### src/rtl/mc_controller_pkg.sv
// rtl/mc_controller_pkg.sv - shared types and constants for the multicycle controller
package mc_controller_pkg;

  typedef enum logic [3:0] {
    S_FETCH,
    S_DECODE,
    S_MEMADR,
    S_MEMRD,
    S_MEMWB,
    S_MEMWR,
    S_EXECUTE,
    S_ALUWB,
    S_BRANCH,
    S_ADDIEXEC,
    S_ADDIWB,
    S_JUMP
  } state_t;

  typedef enum logic [1:0] {
    ALUOP_ADD   = 2'b00,
    ALUOP_SUB   = 2'b01,
    ALUOP_FUNCT = 2'b10,
    ALUOP_RSVD  = 2'b11
  } aluop_t;

  localparam logic [5:0] OP_LW    = 6'b100011;
  localparam logic [5:0] OP_SW    = 6'b101011;
  localparam logic [5:0] OP_RTYPE = 6'b000000;
  localparam logic [5:0] OP_BEQ   = 6'b000100;
  localparam logic [5:0] OP_ADDI  = 6'b001000;
  localparam logic [5:0] OP_J     = 6'b000010;

  localparam logic [5:0] FUNCT_ADD = 6'b100000;
  localparam logic [5:0] FUNCT_SUB = 6'b100010;
  localparam logic [5:0] FUNCT_AND = 6'b100100;
  localparam logic [5:0] FUNCT_OR  = 6'b100101;
  localparam logic [5:0] FUNCT_SLT = 6'b101010;

  localparam logic [2:0] ALUC_AND = 3'b000;
  localparam logic [2:0] ALUC_OR  = 3'b001;
  localparam logic [2:0] ALUC_ADD = 3'b010;
  localparam logic [2:0] ALUC_SUB = 3'b110;
  localparam logic [2:0] ALUC_SLT = 3'b111;

  function automatic logic op_known(input logic [5:0] op);
    return (op == OP_LW) || (op == OP_SW) || (op == OP_RTYPE) ||
           (op == OP_BEQ) || (op == OP_ADDI) || (op == OP_J);
  endfunction

endpackage

### src/rtl/mc_controller_alu_decoder.sv
// rtl/mc_controller_alu_decoder.sv - combinational aluop/funct to alucontrol mapping
module alu_decoder
  import mc_controller_pkg::*;
(
  input  aluop_t     aluop,
  input  logic [5:0] funct,
  output logic [2:0] alucontrol
);

  always_comb begin
    alucontrol = ALUC_ADD;
    case (aluop)
      ALUOP_SUB: alucontrol = ALUC_SUB;
      ALUOP_FUNCT: begin
        case (funct)
          FUNCT_ADD: alucontrol = ALUC_ADD;
          FUNCT_SUB: alucontrol = ALUC_SUB;
          FUNCT_AND: alucontrol = ALUC_AND;
          FUNCT_OR:  alucontrol = ALUC_OR;
          FUNCT_SLT: alucontrol = ALUC_SLT;
          default:   alucontrol = ALUC_ADD;
        endcase
      end
      default: alucontrol = ALUC_ADD;
    endcase
  end

endmodule

### src/rtl/mc_controller.sv
// rtl/mc_controller.sv - Moore FSM controller for a multicycle MIPS-style datapath
module mc_controller
  import mc_controller_pkg::*;
(
  input  logic       clk,
  input  logic       rst_n,
  input  logic [5:0] op,
  input  logic [5:0] funct,
  input  logic       zero,
  output logic [2:0] alucontrol,
  output logic       alusrca,
  output logic [1:0] alusrcb,
  output logic [1:0] pcsrc,
  output logic       pcen,
  output logic       iord,
  output logic       memwrite,
  output logic       irwrite,
  output logic       regwrite,
  output logic       regdst,
  output logic       memtoreg,
  output logic       instr_done,
  output logic       illegal_op
);

  state_t state, state_next;
  aluop_t aluop;
  logic   pcwrite, branch;
  logic   irwrite_raw, regwrite_raw, memwrite_raw, done_raw, illegal_raw;

  always_ff @(posedge clk or negedge rst_n) begin
    if (!rst_n) state <= S_FETCH;
    else        state <= state_next;
  end

  always_comb begin
    state_next = S_FETCH;
    case (state)
      S_FETCH: state_next = S_DECODE;
      S_DECODE: begin
        case (op)
          OP_LW, OP_SW: state_next = S_MEMADR;
          OP_RTYPE:     state_next = S_EXECUTE;
          OP_BEQ:       state_next = S_BRANCH;
          OP_ADDI:      state_next = S_ADDIEXEC;
          OP_J:         state_next = S_JUMP;
          default:      state_next = S_FETCH;
        endcase
      end
      S_MEMADR:   state_next = (op == OP_SW) ? S_MEMWR : S_MEMRD;
      S_MEMRD:    state_next = S_MEMWB;
      S_EXECUTE:  state_next = S_ALUWB;
      S_ADDIEXEC: state_next = S_ADDIWB;
      default:    state_next = S_FETCH;
    endcase
  end

  always_comb begin
    aluop        = ALUOP_ADD;
    alusrca      = 1'b0;
    alusrcb      = 2'b00;
    pcsrc        = 2'b00;
    pcwrite      = 1'b0;
    branch       = 1'b0;
    iord         = 1'b0;
    irwrite_raw  = 1'b0;
    regwrite_raw = 1'b0;
    memwrite_raw = 1'b0;
    regdst       = 1'b0;
    memtoreg     = 1'b0;
    done_raw     = 1'b0;
    illegal_raw  = 1'b0;
    case (state)
      S_FETCH: begin
        irwrite_raw = 1'b1;
        pcwrite     = 1'b1;
        alusrcb     = 2'b01;
      end
      S_DECODE: begin
        alusrcb     = 2'b11;
        illegal_raw = !op_known(op);
      end
      S_MEMADR, S_ADDIEXEC: begin
        alusrca = 1'b1;
        alusrcb = 2'b10;
      end
      S_MEMRD: iord = 1'b1;
      S_MEMWB: begin
        regwrite_raw = 1'b1;
        memtoreg     = 1'b1;
        done_raw     = 1'b1;
      end
      S_MEMWR: begin
        iord         = 1'b1;
        memwrite_raw = 1'b1;
        done_raw     = 1'b1;
      end
      S_EXECUTE: begin
        alusrca = 1'b1;
        aluop   = ALUOP_FUNCT;
      end
      S_ALUWB: begin
        regwrite_raw = 1'b1;
        regdst       = 1'b1;
        done_raw     = 1'b1;
      end
      S_BRANCH: begin
        alusrca  = 1'b1;
        aluop    = ALUOP_SUB;
        branch   = 1'b1;
        pcsrc    = 2'b01;
        done_raw = 1'b1;
      end
      S_ADDIWB: begin
        regwrite_raw = 1'b1;
        done_raw     = 1'b1;
      end
      S_JUMP: begin
        pcwrite  = 1'b1;
        pcsrc    = 2'b10;
        done_raw = 1'b1;
      end
      default: ;
    endcase
  end

  // Strobes are gated by rst_n so they drop the instant reset asserts.
  assign pcen       = rst_n & (pcwrite | (branch & zero));
  assign irwrite    = rst_n & irwrite_raw;
  assign regwrite   = rst_n & regwrite_raw;
  assign memwrite   = rst_n & memwrite_raw;
  assign instr_done = rst_n & done_raw;
  assign illegal_op = rst_n & illegal_raw;

  alu_decoder u_alu_decoder (
    .aluop      (aluop),
    .funct      (funct),
    .alucontrol (alucontrol)
  );

endmodule

### config.mk
export PLATFORM = sky130hd
export DESIGN_NAME = mc_controller
export DESIGN_NICKNAME = d
export VERILOG_FILES = /design/src/rtl/mc_controller_pkg.sv /design/src/rtl/mc_controller_alu_decoder.sv /design/src/rtl/mc_controller.sv
export SDC_FILE = /design/constraint.sdc
export NUM_CORES = 1
export LEC_CHECK = 0
export BUFFER_PORTS_ARGS = -buffer_cell sky130_fd_sc_hd__buf_2
export CORE_UTILIZATION = 46
export CTS_BUF_LIST = sky130_fd_sc_hd__clkbuf_4 sky130_fd_sc_hd__clkbuf_8
export DETAILED_ROUTE_END_ITERATION = 8
export PLACE_DENSITY = 0.81
export SETUP_SLACK_MARGIN = 0.05
export SYNTH_ARGS = -nofsm -noshare
export SYNTH_HDL_FRONTEND = slang
export SYNTH_HIERARCHICAL = 1
export SYNTH_SLANG_ARGS = --single-unit
export TNS_END_PERCENT = 20
### constraint.sdc
create_clock -name clk -period 2.35 [get_ports clk]
set_input_delay 0.235 -clock clk [delete_from_list [all_inputs] [get_ports clk]]
set_output_delay 0.235 -clock clk [all_outputs]
set_load 0.01 [all_outputs]
==> results of run 1 <==
[layer usage]
metal | up-vias | part of all wire, % | GRT usage (%)
met5 | - | 0 | 0
met4 | 0 | 0 | 5.17
met3 | 0 | 5.7 | 6.98
met2 | 24 | 48 | 41.1
met1 | 323 | 46 | 29.2
li1 | 385 | - | -
[synth_stat cells, types with 2 or more instances]
master / n
buf_2: 2
nor3_1: 10
inv_1: 5
xor2_1: 3
nor2_1: 10
nand2_1: 8
buf_4: 2
o22ai_1: 2
nand3_1: 2
nand2b_1: 4
o21ai_0: 3
a21oi_1: 6
nor4_1: 2
nand4bb_1: 2
dfrtp_1: 4
ha_1: 2
nor2b_1: 2
[area by class of cell]
type,instances,area [µm²]
Multi-Input combinational cell,72,470
Fill cell,100,353
Timing Repair Buffer,35,188
Sequential cell,4,101
Clock buffer,3,22.5
Inverter,5,18.8
Tap cell,14,17.5
[timing repair]
action | CTS | global route
cloned | 0 | 0
hold endpoints to repair | 4 | 0
hold buffers | 1 | 0
buffers inserted | 0 | 0
setup endpoints to repair | 1 | 2
gates resized for setup | 1 | 3
[power groups by stage]
stage	registers (mW)	logic, mW	clock network, mW
after floorplan	0.104	0.277	0
after global placement	0.117	0.376	0
after detailed placement	0.117	0.387	0
after CTS	0.119	0.390	0.0865
after global routing	0.125	0.432	0.0948
final	0.121	0.392	0.0838
[path summary, 6_finish.rpt]
check,to,startpoint,cells after the start,slack (ps)
min in group asynchronous,state[1],rst_n,2,380
min,state[0],op[4],4,330
max reg2reg,state[1],state[1],4,1160
max,alucontrol[2],state[3],6,190
max in group asynchronous,state[3],rst_n,2,1790
min reg2reg,state[0],state[3],1,540
[cell families (layout without fill, tap and decap cells)]
kind of cell,after synthesis,after routing,share of synthesized area (%)
flops,4,4,16.4
simple gates,49,49,48.5
xor+xnor,3,3,4.31
fa+ha+maj,2,2,4.11
buf+inv,10,43,8.01
compound gates,18,18,18.7
[stage by stage]
step / cells / power [mW] / hold WS (ps) / setup slack (ps)
2_1_floorplan: 86 / 0.381 / -60.6 / 412
3_3_place_gp: 129 / 0.493 / 77.8 / 393
3_5_place_dp: 129 / 0.504 / 77.2 / 305
4_1_cts: 133 / 0.596 / 337 / 109
5_1_grt: 133 / 0.651 / 374 / 24.6
6_report: 133 / 0.597 / 334 / 190
[worst register-to-register path, stage by stage (launching register included)]
cell	delay, ps
dfrtp_1	360
buf_4	220
nor2b_1	250
nand2_1	120
o221ai_1	150
==> run metrics, run 1 <==
Fin. Hold Viols=0; largest net degree at the start of global routing=16; worst endpoint required time=roughly 2100 ps; CP max stage cell=dfrtp_2; Fmax=463 MHz; Synth area leaders=dfrtp_1 16%, nor3_1 8.2%, nor2_1 6.2%; max-slew violations=0; clk_skew=~0.65 ps; Rows=12; top cell type's share of synthesized area=around 16%; die footprint=~1500 µm²; # port buffers=31; crit start category=flop; core area=approximately 1200 µm²; min cycle time layout=2160 ps; Post-DP Area=774 µm²; switching power=0.285 mW; crit path DAT=approximately 1900 ps; synthesized area=between 600 and 700 µm²; ant diodes=0; GRT Total Usage=a little under a quarter; Synth Flop Type=dfrtp_1; Seq cells post-synth=4; Num CTS Buffers=3; clock insertion delay at the later pin of the skew report=230 ps; Antenna Nets Post-Route=0; worst-path fanout max=8; Worst-path clk slew=~40 ps; Final Instance Area=between 800 and 900 µm²; syn_area_per_cell=7.09 µm²; Clock power frac=approximately 14%; Lkg Pwr=0.381 nW; setup TNS=0 ps; CTS max path bufs=2; worst hold path class=primary input to flop; overflow left after global routing=0; TritonCTS clock tree=built; critical path capture point type=output pin; Placer Congestion=a little over 0.8; actual slew at the worst max-slew pin=311 ps; Max stage delay on crit path=approximately 450 ps; post-DP HPWL=1230 µm; Pwr Density=around 730 nW/µm²; Worst Path Buf+Inv=1; DRC viols=0; Pre-antenna DRT Iters=4; largest reg by FF count=state; Worst path top cell family by delay=simple AND/OR/NAND/NOR gates; Via density=5.50; CP Class=flop to output pin; biggest regs=state: 4 flops; Int Pwr=around 0.31 mW; asr flop ratio synth=between 90% and 100%; nets=approximately 140; final core utilization=a little over two thirds; Starting Density=52.0%; H-tree lvl count=1; Netlist cell types=34; Mapped Nets=103; slew margin rel.=between 70% and 80%; yosys warns=6; final setup violation count=0; sequential area share after synthesis=~16%; via count=732; most frequent cells in the layout=31 x buf_2, 9 x nor3_1, 9 x nor2_1; Reg power frac=a little over 20%; first-pass GRT wire length=about 2500 µm; WL final=~1600 µm; Die Wd=approximately 38 µm; Layout area overhead=34.3%; layout cells sized above 1=approximately 38%; crit share post-route=around nine tenths; status=complete, no violations; max_cap viols=0; antenna violations before repair=0; Mapped Cells=86; CP Cell Sequence=nand2b_1 -> nor2_2 -> ha_1 -> nand4bb_1 -> o22ai_1 -> buf_2; CTS Sinks=4; leading cell type in the layout, fill and taps excluded=buf_2; First DRT Iteration DRCs=16; Post-synth EDFFs=0; max FFs per register=4; CTS root buffer=clkbuf_4; WL per Instance=about 12 µm; RSZ-0062 raised after global routing=no; Die Height=38.4 µm; worst ir drop on vdd=622 µV; biggest area consumer among synthesized cells=dfrtp_1; total I/O pin count=32; number of global-route vias before repair=609; Sw Share=a little under half; Comb power frac=between 60% and 70%
Note: power is estimated with default switching activity, not from simulation.
==> run 2: changes to the inputs <==
--- a/config.mk
+++ b/config.mk
@@ -5,11 +5,12 @@
 export SDC_FILE = /design/constraint.sdc
 export NUM_CORES = 1
 export LEC_CHECK = 0
-export BUFFER_PORTS_ARGS = -buffer_cell sky130_fd_sc_hd__buf_2
-export CORE_UTILIZATION = 46
+export ABC_CLOCK_PERIOD_IN_PS = 2350
+export CORE_AREA = 2 2 39 41
 export CTS_BUF_LIST = sky130_fd_sc_hd__clkbuf_4 sky130_fd_sc_hd__clkbuf_8
 export DETAILED_ROUTE_END_ITERATION = 8
-export PLACE_DENSITY = 0.81
+export DIE_AREA = 0 0 41 43
+export DONT_BUFFER_PORTS = 1
 export SETUP_SLACK_MARGIN = 0.05
 export SYNTH_ARGS = -nofsm -noshare
 export SYNTH_HDL_FRONTEND = slang
==> run 2 against run 1 <==
Net effect:
- non-clock buffer count decreased by 31
- global-route usage decreased by 7.1 points
- critical path type unchanged
- combinational power decreased by 18%
- clock-buffer cell count unchanged
- final cell count decreased by 22%
- clock power about the same
- wire length decreased by 7.8%
- flip-flop and latch count unchanged
- worst hold slack got worse by 120 ps
- sequential share of layout area increased by 2.7 points
- register-to-register slack improved by 20 ps
- setup slack improved by 73 ps
- highest routed layer unchanged
==> run metrics, run 2 (synthesized netlist as in run 1, its figures left out) <==
status=complete, no violations (unchanged); non-filler cells, final=104 (was 133); worst-path fanout max=6 (was 8); via count=636 (was 732); Pre-antenna DRT Iters=6 (was 4); Crit. path cell count=6 (unchanged); min cycle time layout=2090 ps (was 2160 ps); number of global-route vias before repair=563 (was 609); max_cap viols=0 (unchanged); setup bufs post-CTS=0 (unchanged); reg2reg start=state[1] (unchanged); Fmax=479 MHz (was 463 MHz); Lkg Pwr=0.241 nW (was 0.381 nW); worst endpoint required time=2120 ps (about the same); FF-to-FF End=state[0] (was state[1]); setup TNS=0 ps (unchanged); DRC viols=0 (unchanged); R2R depth=4 (unchanged); CP Cell Sequence=nand2b_1 -> nor3_2 -> inv_1 -> ha_1 -> nand4bb_1 -> o22ai_2 (was nand2b_1 -> nor2_2 -> ha_1 -> nand4bb_1 -> o22ai_1 -> buf_2); largest net degree at the start of global routing=16 (unchanged); Worst path top cell family by delay=simple AND/OR/NAND/NOR gates (unchanged); WL final=1460 µm (was 1580 µm); crit start category=flop (unchanged); Placed Instances=100 (was 129); Die Height=43 µm (was 38.4 µm); CTS max path bufs=2 (unchanged); max FFs per register=4 (unchanged); leading cell type in the layout, fill and taps excluded=nor2_1 (was buf_2); clk_skew=2.83 ps (was 0.650 ps); Layout area overhead=10.1% (was 34.3%); total I/O pin count=32 (unchanged); nets=107 (was 138); worst hold path class=primary input to flop (unchanged); Placer Congestion=0.757 (was 0.820); CP max stage cell=dfrtp_1 (was dfrtp_2); CTS Sinks=4 (unchanged); largest reg by FF count=state (unchanged); die footprint=1760 µm² (was 1470 µm²); Worst Hold Depth=3 (was 4); most frequent cells in the layout=10 x nor2_1, 9 x nor3_1, 8 x nand2_1 (was 31 x buf_2, 9 x nor3_1, 9 x nor2_1); First DRT Iteration DRCs=13 (was 16); Rows=14 (was 12); reg-to-reg slack, setup=1180 ps (was 1160 ps); GRT Total Usage=16.8% (was 23.9%); final setup violation count=0 (unchanged); CP Class=flop to output pin (unchanged); Hold Path Sink=state[3] (was state[0]); sequential cell area=101 µm² (unchanged); H-tree lvl count=1 (unchanged); critical path capture point type=output pin (unchanged); Die Wd=41 µm (was 38.4 µm); Via density=6.12 (was 5.50); Num CTS Buffers=3 (unchanged); post-DP HPWL=1170 µm (was 1230 µm); area of the multi-input gates=475 µm² (was 470 µm²); Pwr Density=779 nW/µm² (was 730 nW/µm²); clock insertion delay at the later pin of the skew report=230 ps (about the same); crit path DAT=1850 ps (was 1930 ps); WL per Instance=14.0 µm (was 11.9 µm); Max stage delay on crit path=360 ps (was 450 ps); Worst-path clk slew=40 ps (about the same); actual slew at the worst max-slew pin=526 ps (was 311 ps); layout cells sized above 1=15.9% (was 37.8%); post-route setup slack=263 ps (was 190 ps); max-slew violations=0 (unchanged); ant diodes=0 (unchanged); antenna violations before repair=0 (unchanged); slew margin rel.=64.6% (was 79.1%); Worst Path Buf+Inv=1 (unchanged); Antenna Nets Post-Route=0 (unchanged); worst ir drop on vdd=325 µV (was 622 µV); Fin. Hold Viols=0 (unchanged); first-pass GRT wire length=2090 µm (was 2480 µm); Worst Hold Launch=op[0] (was op[4]); TritonCTS clock tree=built (unchanged); RSZ-0062 raised after global routing=no (unchanged); crit share post-route=88.8% (was 91.9%); CTS root buffer=clkbuf_4 (unchanged); biggest regs=state: 4 flops (unchanged); overflow left after global routing=0 (unchanged); # port buffers=0 (was 31); core area=1380 µm² (was 1170 µm²); Starting Density=44.0% (was 52.0%); Fillers=163 (was 100); worst slack, placed=357 ps (was 305 ps)
## run 2: where the power goes
part	internal, mW	switching, mW
Clock	0.0570	0.0269
Sequential	0.0894	0.0281
Combinational	0.118	0.203
## run 2: per-stage QoR
step | power (mW) | hold slack [ps] | cell area [µm²] | util [%]
6_report | 0.522 | 217 | 671 | 48.5
5_1_grt | 0.578 | 234 | 671 | 48.5
4_1_cts | 0.524 | 224 | 654 | 47.3
3_5_place_dp | 0.434 | -60.4 | 622 | 44.9
3_3_place_gp | 0.430 | -60.4 | 622 | 44.9
2_1_floorplan | 0.381 | -60.6 | 609 | -
## run 2: worst max path at each step
stage / startpoint / end / slack (ps)
floorplan: state[0] / alucontrol[2] / 410
global placement: state[3] / alucontrol[2] / 410
detailed placement: state[3] / alucontrol[2] / 360
CTS: state[3] / alucontrol[2] / 110
global route: state[2] / alucontrol[2] / 110
finish: state[2] / alucontrol[2] / 260
## run 2: final cells by class
| cell class | instances | share of cell area (%) |
|---|---|---|
| tap | 16 | 2.99 |
| inverter | 5 | 2.80 |
| clock buffer | 3 | 3.36 |
| sequential | 4 | 15.1 |
| timing repair buffer | 4 | 4.85 |
| multi-input combinational | 72 | 70.9 |
## run 2: worst reg2reg max path: cells and delay by family (launching register included)
kind | cells | cell delay, ps
buf+inv | 1 | 190
flops | 1 | 380
compound gates | 1 | 290
simple gates | 2 | 200
## run 2: layer usage
layer  wire length (µm)  GRT usage, %
met1                617          17.6
met4                  0          6.00
met3                104          2.62
met2                738          30.9
met5                  0             0
## run 2: timing repair
item                                    in CTS  in global routing
endpoints found under the setup margin       0                  2
hold endpoints to repair                     4                  0
resized for setup                            0                  4
hold buffers                                 1                  0
==> run 3: changes to the inputs <==
--- a/config.mk
+++ b/config.mk
@@ -5,12 +5,13 @@
 export SDC_FILE = /design/constraint.sdc
 export NUM_CORES = 1
 export LEC_CHECK = 0
-export ABC_CLOCK_PERIOD_IN_PS = 2350
+export ABC_CLOCK_PERIOD_IN_PS = 1910
 export CORE_AREA = 2 2 39 41
 export CTS_BUF_LIST = sky130_fd_sc_hd__clkbuf_4 sky130_fd_sc_hd__clkbuf_8
 export DETAILED_ROUTE_END_ITERATION = 8
 export DIE_AREA = 0 0 41 43
 export DONT_BUFFER_PORTS = 1
+export PLACE_DENSITY = 0.7
 export SETUP_SLACK_MARGIN = 0.05
 export SYNTH_ARGS = -nofsm -noshare
 export SYNTH_HDL_FRONTEND = slang
==> constraint.sdc (replaced) <==
create_clock -name clk -period 1.91 [get_ports clk]
set_input_delay 0.191 -clock clk [delete_from_list [all_inputs] [get_ports clk]]
set_output_delay 0.191 -clock clk [all_outputs]
set_load 0.01 [all_outputs]
==> run 3 against run 2 <==
Net effect:
- clock skew is 1.3 ps lower
- flip-flop and latch count unchanged
- largest cell class unchanged
- critical path depth did not move
- combinational power is 57% higher
- worst hold slack got worse by 41 ps
- via count is 7.9% higher
- first-iteration DRC count decreased by 7.7%
- non-clock buffer count rose by 8
- die area stayed put
- clock power increased by 23%
- sequential power rose by 26%
- core utilization grew 9.8 points
==> run metrics, run 3 (synthesized netlist as in run 1, its figures left out) <==
max_cap viols=0 (unchanged); Worst Path Buf+Inv=1 (unchanged); CTS max path bufs=2 (unchanged); post-DP HPWL=1220 µm (was 1170 µm); # port buffers=0 (unchanged); Worst-path clk slew=40 ps (about the same); WL per Instance=14.3 µm (was 14.0 µm); max FFs per register=4 (unchanged); worst slack, placed=154 ps (was 357 ps); met1 WL=669 µm (was 617 µm); largest reg by FF count=state (unchanged); Antenna Nets Post-Route=0 (unchanged); GRT Total Usage=19.1% (was 16.8%); min cycle time layout=1860 ps; CTS root buffer=clkbuf_4 (unchanged); Max Used Layer=met4 (was met3); clk_skew=1.53 ps (was 2.83 ps); Tot Pwr=0.754 mW (was 0.522 mW); FF-to-FF End=state[1] (was state[0]); status=complete, no violations (unchanged); Hold Path Sink=state[0] (was state[3]); DRC viols=0 (unchanged); RSZ-0062 raised after global routing=yes (was no); actual slew at the worst max-slew pin=534 ps (was 526 ps); Rows=14 (unchanged); antenna violations before repair=0 (unchanged); worst endpoint required time=1720 ps (was 2120 ps); Die Height=43 µm (unchanged); First DRT Iteration DRCs=12 (was 13); Worst path top cell family by delay=simple AND/OR/NAND/NOR gates (unchanged); CP max stage cell=dfrtp_1 (unchanged); Placed Instances=105 (was 100); die footprint=1760 µm² (unchanged); worst ir drop on vdd=551 µV (was 325 µV); Worst Hold Launch=op[2] (was op[0]); final core utilization=58.2% (was 48.5%); H-tree lvl count=1 (unchanged); post-route setup slack=51.6 ps (was 263 ps); Pwr Density=935 nW/µm² (was 779 nW/µm²); Starting Density=44.0% (unchanged); Lkg Pwr=0.293 nW (was 0.241 nW); worst hold path class=primary input to flop (unchanged); CTS Sinks=4 (unchanged); Die Wd=41 µm (unchanged); routed wl met3=145 µm (was 104 µm); worst-path fanout max=4 (was 6); CP Cell Sequence=nand2b_4 -> nor3_4 -> inv_2 -> ha_4 -> nand4bb_4 -> a21oi_4 (was nand2b_1 -> nor3_2 -> inv_1 -> ha_1 -> nand4bb_1 -> o22ai_2); Post-DP Area=674 µm² (was 622 µm²); total I/O pin count=32 (unchanged); TritonCTS clock tree=built (unchanged); leading cell type in the layout, fill and taps excluded=buf_4 (was nor2_1); core area=1380 µm² (unchanged); nets=115 (was 107); non-filler cells, final=112 (was 104); Max stage delay on crit path=390 ps (was 360 ps); Num CTS Buffers=3 (unchanged); Via density=6.13 (was 6.12); slew margin rel.=64.1% (was 64.6%); clock insertion delay at the later pin of the skew report=230 ps (about the same); WL final=1600 µm (was 1460 µm); reg-to-reg slack, setup=580 ps (was 1180 ps); R2R depth=5 (was 4); max-slew violations=0 (unchanged); most frequent cells in the layout=10 x buf_4, 9 x nor3_1, 9 x nor2_1 (was 10 x nor2_1, 9 x nor3_1, 8 x nand2_1); overflow left after global routing=0 (unchanged); crit share post-route=97.3%; biggest regs=state: 4 flops (unchanged); Fmax=538 MHz; number of global-route vias before repair=563 (unchanged); Fin. Hold Viols=0 (unchanged); crit path DAT=1670 ps (was 1850 ps); CP Class=flop to output pin (unchanged); Worst Hold Depth=3 (unchanged); worst hold slack=175 ps (was 217 ps); Layout area overhead=32.2% (was 10.1%); met2 wire len=765 µm (was 738 µm); via count=686 (was 636); Fillers=126 (was 163); layout cells sized above 1=29.2% (was 15.9%); largest net degree at the start of global routing=12 (was 16); Final Instance Area=806 µm² (was 671 µm²); Pre-antenna DRT Iters=4 (was 6); crit start category=flop (unchanged); setup TNS=0 ps (unchanged); critical path capture point type=output pin (unchanged); reg2reg start=state[0] (was state[1]); final setup violation count=0 (unchanged); Placer Congestion=0.802 (was 0.757); ant diodes=0 (unchanged); first-pass GRT wire length=2350 µm (was 2090 µm)
-- run 3: area by class of cell --
class,count,area (µm²),area share (%)
Timing Repair Buffer,12,96.3,12.0
Sequential cell,4,101,12.6
Multi-Input combinational cell,72,547,67.9
Clock buffer,3,22.5,2.80
Tap cell,16,20.0,2.48
Inverter,5,18.8,2.33
-- run 3: repair_timing --
item,4_1_cts,5_1_grt
endpoints found under the hold margin,4,0
gates cloned,0,0
resized for setup,10,2
pin swaps,5,0
endpoints found under the setup margin,3,3
buffers inserted,3,0
hold buffers,1,0
-- run 3: routing by layer --
layer | GRT usage (%) | up-vias
met1 | 25.2 | 319
met2 | 28.7 | 26
met5 | 0 | -
met3 | 5.76 | 2
li1 | - | 339
met4 | 6.00 | 0
-- run 3: tightest hold or removal path: stages --
cell      delay [ps]
nor3_1            40
nand3_1           70
a221oi_1          70
-- run 3: worst max path at each step --
stage	startpoint	endpoint	slack [ps]	cells after the start
floorplan	state[0]	alucontrol[2]	60	7
global placement	state[0]	alucontrol[2]	220	5
detailed placement	state[2]	alucontrol[2]	150	6
CTS	state[2]	alucontrol[0]	60	6
global route	state[2]	alucontrol[0]	-10	6
finish	state[2]	alucontrol[0]	50	6
-- run 3: report_power, final --
part           internal [mW]  switching, mW  total [mW]  leakage, nW
Clock                 0.0702         0.0333       0.103       0.0138
Sequential             0.112         0.0351       0.147       0.0520
Combinational          0.219          0.284       0.503        0.227
Total                  0.401          0.352       0.754        0.293
